## src/rtl/mem_arbiter_pkg.sv

```systemverilog
// mem_arbiter_pkg: shared parameters for the CPU memory arbiter.
// Holds the arbiter state type, the default starvation limit and the text base address.
`default_nettype none

package mem_arbiter_pkg;

   typedef enum logic [1:0] {
      IDLE    = 2'd0,
      BUSY_IF = 2'd1,
      BUSY_D  = 2'd2
   } arb_state_e;

   localparam int          STARVE_MAX_DEF = 4;
   localparam logic [31:0] TEXT_ADDRESS   = 32'h0040_0000;

endpackage

`default_nettype wire

```

## src/rtl/mem_arbiter.sv

```systemverilog
// mem_arbiter: shares one single-port memory between instruction fetch and data access.
// Data normally wins; fetch is forced through after STARVE_MAX consecutive data grants.
`default_nettype none

module mem_arbiter
   import mem_arbiter_pkg::*;
#(
   parameter int ADDR_W     = 10,
   parameter int STARVE_MAX = STARVE_MAX_DEF
) (
   input  logic              clockCPU,
   input  logic              reset,
   input  logic              if_req,
   input  logic [31:0]       if_addr,
   output logic [31:0]       if_rdata,
   output logic              if_ready,
   input  logic              d_req,
   input  logic              d_we,
   input  logic [31:0]       d_addr,
   input  logic [31:0]       d_wdata,
   output logic [31:0]       d_rdata,
   output logic              d_ready,
   output logic [ADDR_W-1:0] mem_address,
   output logic [31:0]       mem_data,
   output logic              mem_wren,
   output logic              mem_rden,
   input  logic [31:0]       mem_q,
   output logic              stall
);

   localparam int               CNT_W      = $clog2(STARVE_MAX + 1);
   localparam logic [CNT_W-1:0] STARVE_LIM = CNT_W'(STARVE_MAX);

   arb_state_e       state_q, state_d;
   logic [CNT_W-1:0] starve_q, starve_d;
   logic [31:0]      if_rdata_q, if_rdata_d;
   logic [31:0]      d_rdata_q, d_rdata_d;
   logic             d_rd_q, d_rd_d;
   logic             grant_if, grant_d;

   // Address bits outside the word index are intentionally dropped (wrap-around).
   logic unused_addr_bits;
   assign unused_addr_bits = &{1'b0, if_addr[31:ADDR_W+2], if_addr[1:0],
                               d_addr[31:ADDR_W+2], d_addr[1:0]};

   always_comb begin
      grant_if = 1'b0;
      grant_d  = 1'b0;
      if (state_q == IDLE && !reset) begin
         if (d_req && !(if_req && starve_q == STARVE_LIM)) begin
            grant_d = 1'b1;
         end else if (if_req) begin
            grant_if = 1'b1;
         end
      end
   end

   always_comb begin
      state_d     = state_q;
      starve_d    = starve_q;
      if_rdata_d  = if_rdata_q;
      d_rdata_d   = d_rdata_q;
      d_rd_d      = d_rd_q;
      mem_address = '0;
      mem_data    = '0;
      mem_wren    = 1'b0;
      mem_rden    = 1'b0;

      case (state_q)
         IDLE: begin
            if (grant_d) begin
               mem_address = d_addr[ADDR_W+1:2];
               mem_data    = d_wdata;
               mem_wren    = d_we;
               mem_rden    = ~d_we;
               d_rd_d      = ~d_we;
               state_d     = BUSY_D;
            end else if (grant_if) begin
               mem_address = if_addr[ADDR_W+1:2];
               mem_rden    = 1'b1;
               state_d     = BUSY_IF;
            end
         end
         BUSY_IF: begin
            if_rdata_d = mem_q;
            state_d    = IDLE;
         end
         BUSY_D: begin
            // A write leaves d_rdata untouched, so only latch on reads.
            if (d_rd_q) begin
               d_rdata_d = mem_q;
            end
            state_d = IDLE;
         end
         default: state_d = IDLE;
      endcase

      if (!if_req || grant_if) begin
         starve_d = '0;
      end else if (grant_d && starve_q != STARVE_LIM) begin
         starve_d = starve_q + CNT_W'(1);
      end
   end

   always_ff @(posedge clockCPU or posedge reset) begin
      if (reset) begin
         state_q    <= IDLE;
         starve_q   <= '0;
         if_rdata_q <= '0;
         d_rdata_q  <= '0;
         d_rd_q     <= 1'b0;
      end else begin
         state_q    <= state_d;
         starve_q   <= starve_d;
         if_rdata_q <= if_rdata_d;
         d_rdata_q  <= d_rdata_d;
         d_rd_q     <= d_rd_d;
      end
   end

   assign if_rdata = if_rdata_q;
   assign d_rdata  = d_rdata_q;
   assign if_ready = (state_q == BUSY_IF);
   assign d_ready  = (state_q == BUSY_D);
   assign stall    = (if_req & ~if_ready) | (d_req & ~d_ready);

endmodule

`default_nettype wire
```

## config.mk

```make
export PLATFORM = sky130hd
export DESIGN_NAME = mem_arbiter
export DESIGN_NICKNAME = d
export VERILOG_FILES = /design/src/rtl/mem_arbiter_pkg.sv /design/src/rtl/mem_arbiter.sv
export SDC_FILE = /design/constraint.sdc
export NUM_CORES = 1
export LEC_CHECK = 0
export CORE_ASPECT_RATIO = 1.25
export CORE_UTILIZATION = 37
export CTS_CLUSTER_SIZE = 25
export DETAILED_ROUTE_END_ITERATION = 6
export GPL_TIMING_DRIVEN = 1
export PLACE_DENSITY = 0.92
export SLEW_MARGIN = 0
export SYNTH_ARGS = -nofsm -noshare
export SYNTH_HDL_FRONTEND = slang
export SYNTH_SLANG_ARGS = --single-unit
export TNS_END_PERCENT = 100
```

## constraint.sdc

```tcl
create_clock -name clockCPU -period 4.1 [get_ports clockCPU]
set_clock_uncertainty 0.15 [all_clocks]
set_input_delay 0.82 -clock clockCPU [delete_from_list [all_inputs] [get_ports clockCPU]]
set_output_delay 0.82 -clock clockCPU [all_outputs]
set_load 0.01 [all_outputs]
```

==> out/results.txt, run 1 <==
The run finished with clean final reports. After global routing the overflow that remains totals 0. The startpoint-to-endpoint class of the critical path was in2out.

Across the VDD grid, the largest voltage drop is 204.1 µV. Across the run, the number of max-cap violations was 0. For the final weighted congestion in routability-driven placement, the log shows 0.8440. The synthesis warning total was 0.

For the area of the core, the log shows 8748 µm². Traced cell by cell, the critical path runs through clkdlybuf4s50_1, and3_1, buf_12, and2_1, clkdlybuf4s50_1. The floorplan has 38 rows. Ranked by instance count, the synthesized netlist is headed by dfrtp_1, mux2_4, mux2_2. The die covers 9453 µm².

The logs give 20.22% for the global-route usage over all layers and 678 for the count of filler cells inserted in the layout. Sequential fraction of design power: 39.0%. For the pin with the worst max-slew slack, the measured transition is 1.122 ns. The hold violation count in the final report is 0, and the number of max-slew violations in the final report is 0. The number of nets handed over by synthesis was 382. The H-tree was split into 3 levels. The multi-input combinational cells in the finished layout cover a total of 1420 µm². Synthesis produced a netlist whose cell count is 247. The HPWL reported at the end of detailed placement came out at 7375 µm. Entering global routing, the biggest net connects 37 pins.

Number of gates resized after CTS: 0. Setup violations remaining at the end of the flow were counted as 0. For this design, the slowest cell found on the critical path is clkdlybuf4s50_1. The tools report the via count of the first global-routing pass as 2782. The cell occurring most often along the worst timing path was clkdlybuf4s50_1. The static leakage is 0.002374 µW, and the final antenna-violating net count is 0.

The die boundary height was 108.5 µm. Fraction of synthesized cell area taken by the top area cell type: 52.22%. The fraction of the yosys area taken by sequential cells is 52.22%, and the mean instance size in the synthesized netlist is 13.58 µm². The worst min-delay path category is reg2reg.

The layout cell share with drive strength beyond 1 came out at 21.48%. Pin placement for this block handled 244 I/O pins. Yosys attributes the largest share of cell area to dfrtp_1, mux2_4, mux2_2, and2_1, buf_6. The sort of element at the end of the critical path is an output port.

Final hold analysis gives a worst-case slack of 0.3439 ns. The tools report the type of element launching the critical path as an input pin. Measured along the x axis, the die boundary spans 87.17 µm. The async set or reset register ratio after synthesis works out to 100.0%.

The CTS clock-pin slew for the worst setup and hold paths is 0.07 ns, and the wire length reported by the detailed router is 9637 µm. The most common cell in the netlist is dfrtp_1. The number of buffers on the longest clock path was 2.

The number of synthesized flops with an enable pin works out to 0. Initial antenna violation count: 1. Library cell with the largest summed area after synthesis: dfrtp_1.

Cell internal power was estimated by the tool at 1836 µW. The worst pin sits at a relative slew slack of 24.95%. At the end of the flow the core is filled with cells to 64.03%. In this run, synthesis produced a sequential element count of 70. Number of CTS-inserted buffers: 9. For this run, the detailed router's first-pass iteration total came to 4. The logs give 0 ns for the final sum of negative setup slack and 2743 for the count of vias placed by the detailed router. The switching share of total power works out to 27.89%. The first-pass GRT wire length came out at 14120 µm.

Data on the critical path is required at its endpoint by 3.13 ns. The clock network accounts for 22.1% of the total power. Of all nets on the critical path, the largest fanout is 36.

The logs give 38.34% for the starting density of the core and 38.9% for the logic gate share of total power. The maximum clock frequency was 271.3 MHz; the post-synth design cell area was 3354 µm². Final worst-path cycle share: 89.90%. TritonCTS built the clock tree.

For this run, design rule violations remaining after detail routing come to 0. The run gives 2.72 ns as the data arrival time at the worst-slack endpoint. Number of setup buffers added after CTS: 0.

Setup repair after global routing left no endpoint under its margin. The largest single stage delay on the critical path is 0.66 ns. After clock tree synthesis, the flow added hold-fix buffers numbering 0. Power spread over the standard cell area amounts to 454.6 nW/µm². For this design the total switching power over the nets is 710.2 µW. Clock latency on the worst-skew pair, taken at its later pin, is 0.34 ns. The run gives 578 as the final layout net count.

In the synthesized netlist the dominant register cell turns out to be dfrtp_1. The tools report the root buffer cell as clkbuf_8. The first routing iteration left 68 violations.

The area added between synthesis and finish is 66.99%, and the total of buffers placed on input and output ports is 199. The flip-flop and latch area was 1752 µm². The average wire per standard cell is 16.97 µm, and the number of distinct library cells after synthesis is 31.

The worst path needs 3.686 ns of the cycle, external delays included. In the routed layout, each cell is associated on average with a via count of 4.829. Clock tree synthesis found a total of 70 sinks.
stage by stage:
step                area [µm²]  power, µW  setup slack, ns  std cells
floorplan                 3354       1408            1.362        247
global placement          5403       1963           0.4393        552
detailed placement        5403       2005           0.4118        552
CTS                       5599       2574           0.4113        567
global route              5599       2675           0.3038        567
finish                    5602       2546           0.4139        568
power by group through the flow:
stage | registers [µW] | logic, µW | clock network [µW]
3_3_place_gp | 991 | 973 | 0
3_5_place_dp | 1010 | 998 | 0
6_report | 994 | 990 | 562
5_1_grt | 1020 | 1050 | 607
4_1_cts | 995 | 1000 | 576
2_1_floorplan | 1090 | 322 | 0
worst max-delay path: cells and delay by family:
family	cells	cell delay (ns)
buffers and inverters	3	1.40
AND/OR/NAND/NOR	2	0.47
cells by family after synthesis:
logic type	after synthesis	synth area share (%)
AND/OR/NAND/NOR	66	13.17
buffers and inverters	25	5.520
multiplexers	64	24.84
adder cells (fa/ha/maj)	2	0.7459
flip-flops	70	52.22
AO/OA/AOI/OAI	20	3.506
state kept, by name, summed over array words and instances, names as in the netlist:
signal    flops
d_rd_q        1
starve_q      3
d_rdata      32
if_rdata     32
state_q       2
cells in the final DEF, fill, tap and decap left out, types with 2 or more instances in the layout:
cell,n
a21oi_1,3
and2_1,26
and2_4,8
and3_1,2
buf_12,2
buf_4,4
clkbuf_8,10
clkdlybuf4s50_1,199
clkinvlp_4,2
dfrtp_1,70
ha_1,2
inv_1,4
mux2_1,5
mux2_2,29
mux2_4,30
nand3_1,11
nand4_1,10
o21ai_0,8
o21ai_1,4
final timing paths:
kind	start	to	slack [ns]	cells after the start
hold / removal	if_rdata[11]$_DFFE_PP0P_	if_rdata[11]$_DFFE_PP0P_	0.34	1
setup / recovery	d_req	mem_data[27]	0.41	5
hold reg to reg	if_rdata[11]$_DFFE_PP0P_	if_rdata[11]$_DFFE_PP0P_	0.34	1
max in group asynchronous	reset	d_rdata[3]$_DFFE_PP0P_	2.27	3
setup reg to reg	state_q[0]$_DFFE_PP0P_	d_rdata[18]$_DFFE_PP0P_	2.03	3
min in group asynchronous	reset	if_rdata[16]$_DFFE_PP0P_	0.86	2
area by class of cell:
cell class	count	share of cell area [%]
clock buffer	10	2.457
inverter	5	0.3350
antenna	1	0.04467
tap	120	2.680
timing repair buffer	205	36.81
sequential	70	31.27
multi-input combinational	152	25.35
clock inverter	5	1.050
layer usage:
metal	global-route usage [%]	wire length [µm]	vias to the layer above
met2	33.97	4860	160
met5	0	0	-
met4	10.66	330	0
met3	7.405	791	18
met1	22.17	3655	1314
li1	-	-	1251
Power figures use the tool's default switching activity.
==> run 2: changes to the inputs <==
--- a/config.mk
+++ b/config.mk
@@ -9,8 +9,7 @@
 export CORE_UTILIZATION = 37
 export CTS_CLUSTER_SIZE = 25
 export DETAILED_ROUTE_END_ITERATION = 6
-export GPL_TIMING_DRIVEN = 1
-export PLACE_DENSITY = 0.92
+export PLACE_DENSITY = 0.86
 export SLEW_MARGIN = 0
 export SYNTH_ARGS = -nofsm -noshare
 export SYNTH_HDL_FRONTEND = slang
==> run 2 against run 1 <==
Sequential power about the same; hold slack about the same; setup slack got worse by 0.017 ns; core utilization increased by 0.13 points; wire length decreased by 2.8%; critical path depth increased by 1; clock-buffer cell count increased by 2; cell count unchanged; non-clock buffer count unchanged; first-iteration DRC count decreased by 28%; sequential cell count unchanged; critical endpoint is now mem_data[28].
==> out/results.txt, run 2 (same netlist as run 1, synthesis figures left out) <==
The flow ran to the end, and the final reports show no timing, DRC or antenna violations. The global-route usage over all layers is 20.30% (+0.088 points), and the die boundary height is 108.5 µm (unchanged). For the logic gate share of total power, the log shows 38.5% (-0.4 points). The starting density of the core came out at 38.34% (unchanged). CTS placed an instance of clkbuf_8 at the clock tree root. Leaving out fill and tap cells, the most frequent cells in the layout are clkdlybuf4s50_1, dfrtp_1, mux2_4, mux2_2, and2_1. TritonCTS built the clock tree. The clock power share was 22.3% (+0.2 points); the number of buffers on the longest clock path was 2 (unchanged). The slew of the pin with the lowest slew margin was 1.137 ns (+0.01525 ns). The violation count after the first detailed-route iteration is 49 (-28%).

The post-layout utilization of the core was 64.16% (+0.13 points); the final antenna-violating net count was 0 (unchanged). The wire length reported by the detailed router was 9368 µm (-2.8%). The maximum clock frequency was 270.0 MHz (-0.46%).

The remaining global-route overflow was 0 (unchanged); the DRC violation count after routing was 0 (unchanged). The CTS clock-pin slew for the worst setup and hold paths came out at 0.06 ns (about the same). The worst min-delay path category is reg2reg. The width of the die is 87.17 µm (unchanged), and the final weighted congestion in routability-driven placement is 0.7952 (-5.8%). The tightest slew margin relative to the limit was 23.93% (-1.0 points). The run gives 0.002384 µW (+0.41%) as the static leakage. The logs give 0 (unchanged) for the quantity of hold-fixing buffers added after cts and 177.2 µV (-13%) for the peak supply drop.

For the die area, the log shows 9453 µm² (unchanged). By startpoint and endpoint, the worst setup path is classified as in2out. The via count of the first global-routing pass came out at 2810 (+1.0%). The final instance area was 5613 µm² (+0.20%). The number of CTS-inserted buffers was 9 (unchanged).

Setup repair after global routing left no endpoint under its margin. The average via count per standard cell is 4.812 (-0.36%), and the count of boundary I/O pins is 244 (unchanged). The number of max-cap violations was 0 (unchanged); the count of filler cells inserted in the layout was 681 (+0.44%). The H-tree depth was 3 (unchanged). Relative to the synthesized area, the layout overhead comes to 67.33%. Final critical delay including setup and external delays: 3.703 ns (+0.01698 ns). The tools report the amount of wire on met3 after detailed routing as 995 µm (+26%).

The number of cells on the worst reg-to-reg path was 3 (unchanged); the number of rows created at floorplan was 38 (unchanged). The run gives 2.73 ns (about the same) as the data arrival time at the worst-slack endpoint. Total of buffers placed on input and output ports: 199 (unchanged).

The required time reported for the critical path endpoint was 3.13 ns (about the same); the count of clock tree sinks was 70 (unchanged). The uppermost signal routing layer after detailed routing is met4. The area of the core is 8748 µm² (unchanged). The library cell used most frequently in the layout, excluding fill and tap cells, is clkdlybuf4s50_1. The maximum fanout encountered on the critical timing path was 34 (-5.6%). The type of element launching the critical path was an input pin. The number of iterations in the first detailed-routing pass is 4 (unchanged), and the HPWL reported at the end of detailed placement is 7203 µm (-2.3%). The run gives 4815 µm (-0.93%) as the met2 wire length.

The tools report the count of vias placed by the detailed router as 2733 (-0.36%). The number of setup buffers added after CTS is 0 (unchanged). The tools report the setup-violating endpoint count in the final report as 0 (unchanged). The logs give 0 ns (unchanged) for the final sum of negative setup slack and 14250 µm (+0.88%) for the first-pass GRT wire length. The final worst-path cycle share is 90.32% (+0.41 points), and the number of gates resized after CTS is 0 (unchanged). The sequential fraction of design power was 39.2% (+0.2 points). The layout cell share with drive strength beyond 1 is 21.48% (unchanged), and the internal power consumption is 1864 µW (+1.5%). Initial antenna violation count: 1 (unchanged). The worst hold path stage count is 1 (unchanged), and the hold violation count in the final report is 0 (unchanged). The total power per unit cell area was 452.0 nW/µm² (-0.57%). The tools report the net switching power as 672.3 µW (-5.3%). The switching share of total power is 26.50% (-1.4 points). The run gives 40 (+8.1%) as the largest net degree at the start of global routing.

Sort of element at the end of the critical path: an output port. The tools report the routed length on met1 as 3342 µm (-8.6%). The tools report the clock insertion delay at the later pin of the skew report as 0.33 ns (about the same). The final layout net count was 578 (unchanged); the cell area after placement was 5403 µm² (unchanged).

The average wire per standard cell was 16.49 µm (-2.8%); the number of max-slew violations in the final report was 0 (unchanged).
-- run 2: layer usage --
metal / up-vias / track usage [%]
met1: 1306 / 21.67
met3: 13 / 8.321
met5: - / 0
met4: 0 / 8.314
met2: 162 / 35.32
li1: 1252 / -
-- run 2: area by class of cell --
type / instances / area, µm² / area share [%]
well taps: 120 / 150.1 / 2.675
clock buffers: 12 / 165.2 / 2.942
flip-flops and latches: 70 / 1752 / 31.21
inverters: 5 / 18.77 / 0.3344
multi-input cells: 152 / 1420 / 25.30
diodes: 1 / 2.502 / 0.04458
clock inverters: 3 / 42.54 / 0.7579
repair buffers: 205 / 2062 / 36.74
-- run 2: final timing paths --
kind	from	to	slack, ns
worst max-delay path	reset	mem_data[28]	0.40
worst min-delay path	if_rdata[13]$_DFFE_PP0P_	if_rdata[13]$_DFFE_PP0P_	0.34
worst max register to register	state_q[0]$_DFFE_PP0P_	d_rdata[13]$_DFFE_PP0P_	2.02
worst min register to register	if_rdata[13]$_DFFE_PP0P_	if_rdata[13]$_DFFE_PP0P_	0.34
max in group asynchronous	reset	d_rdata[9]$_DFFE_PP0P_	2.30
min in group asynchronous	reset	starve_q[0]$_DFFE_PP0P_	0.85
-- run 2: power by group through the flow --
stage                     Clock, µW  Combinational [µW]  Sequential, µW
after floorplan                   0                 322            1090
after global placement            0                 972             991
after detailed placement          0                 986            1010
after CTS                       587                 991             994
after global routing            617                1040            1020
final                           565                 977             995
-- run 2: through the flow --
stage                     hold slack [ns]  total power (µW)  setup slack (ns)  instances
after floorplan                    0.3560              1408             1.362        247
after global placement             0.3247              1963            0.4061        552
after detailed placement           0.3337              1992            0.3777        552
after CTS                          0.3493              2572            0.3663        567
after global routing               0.3539              2677            0.2431        567
final                              0.3443              2537            0.3970        568
-- run 2: worst max-delay path: stages --
cell             delay [ns]
clkdlybuf4s50_1        0.46
nor3_2                 0.21
and3_1                 0.28
buf_12                 0.19
and2_1                 0.16
clkdlybuf4s50_1        0.62
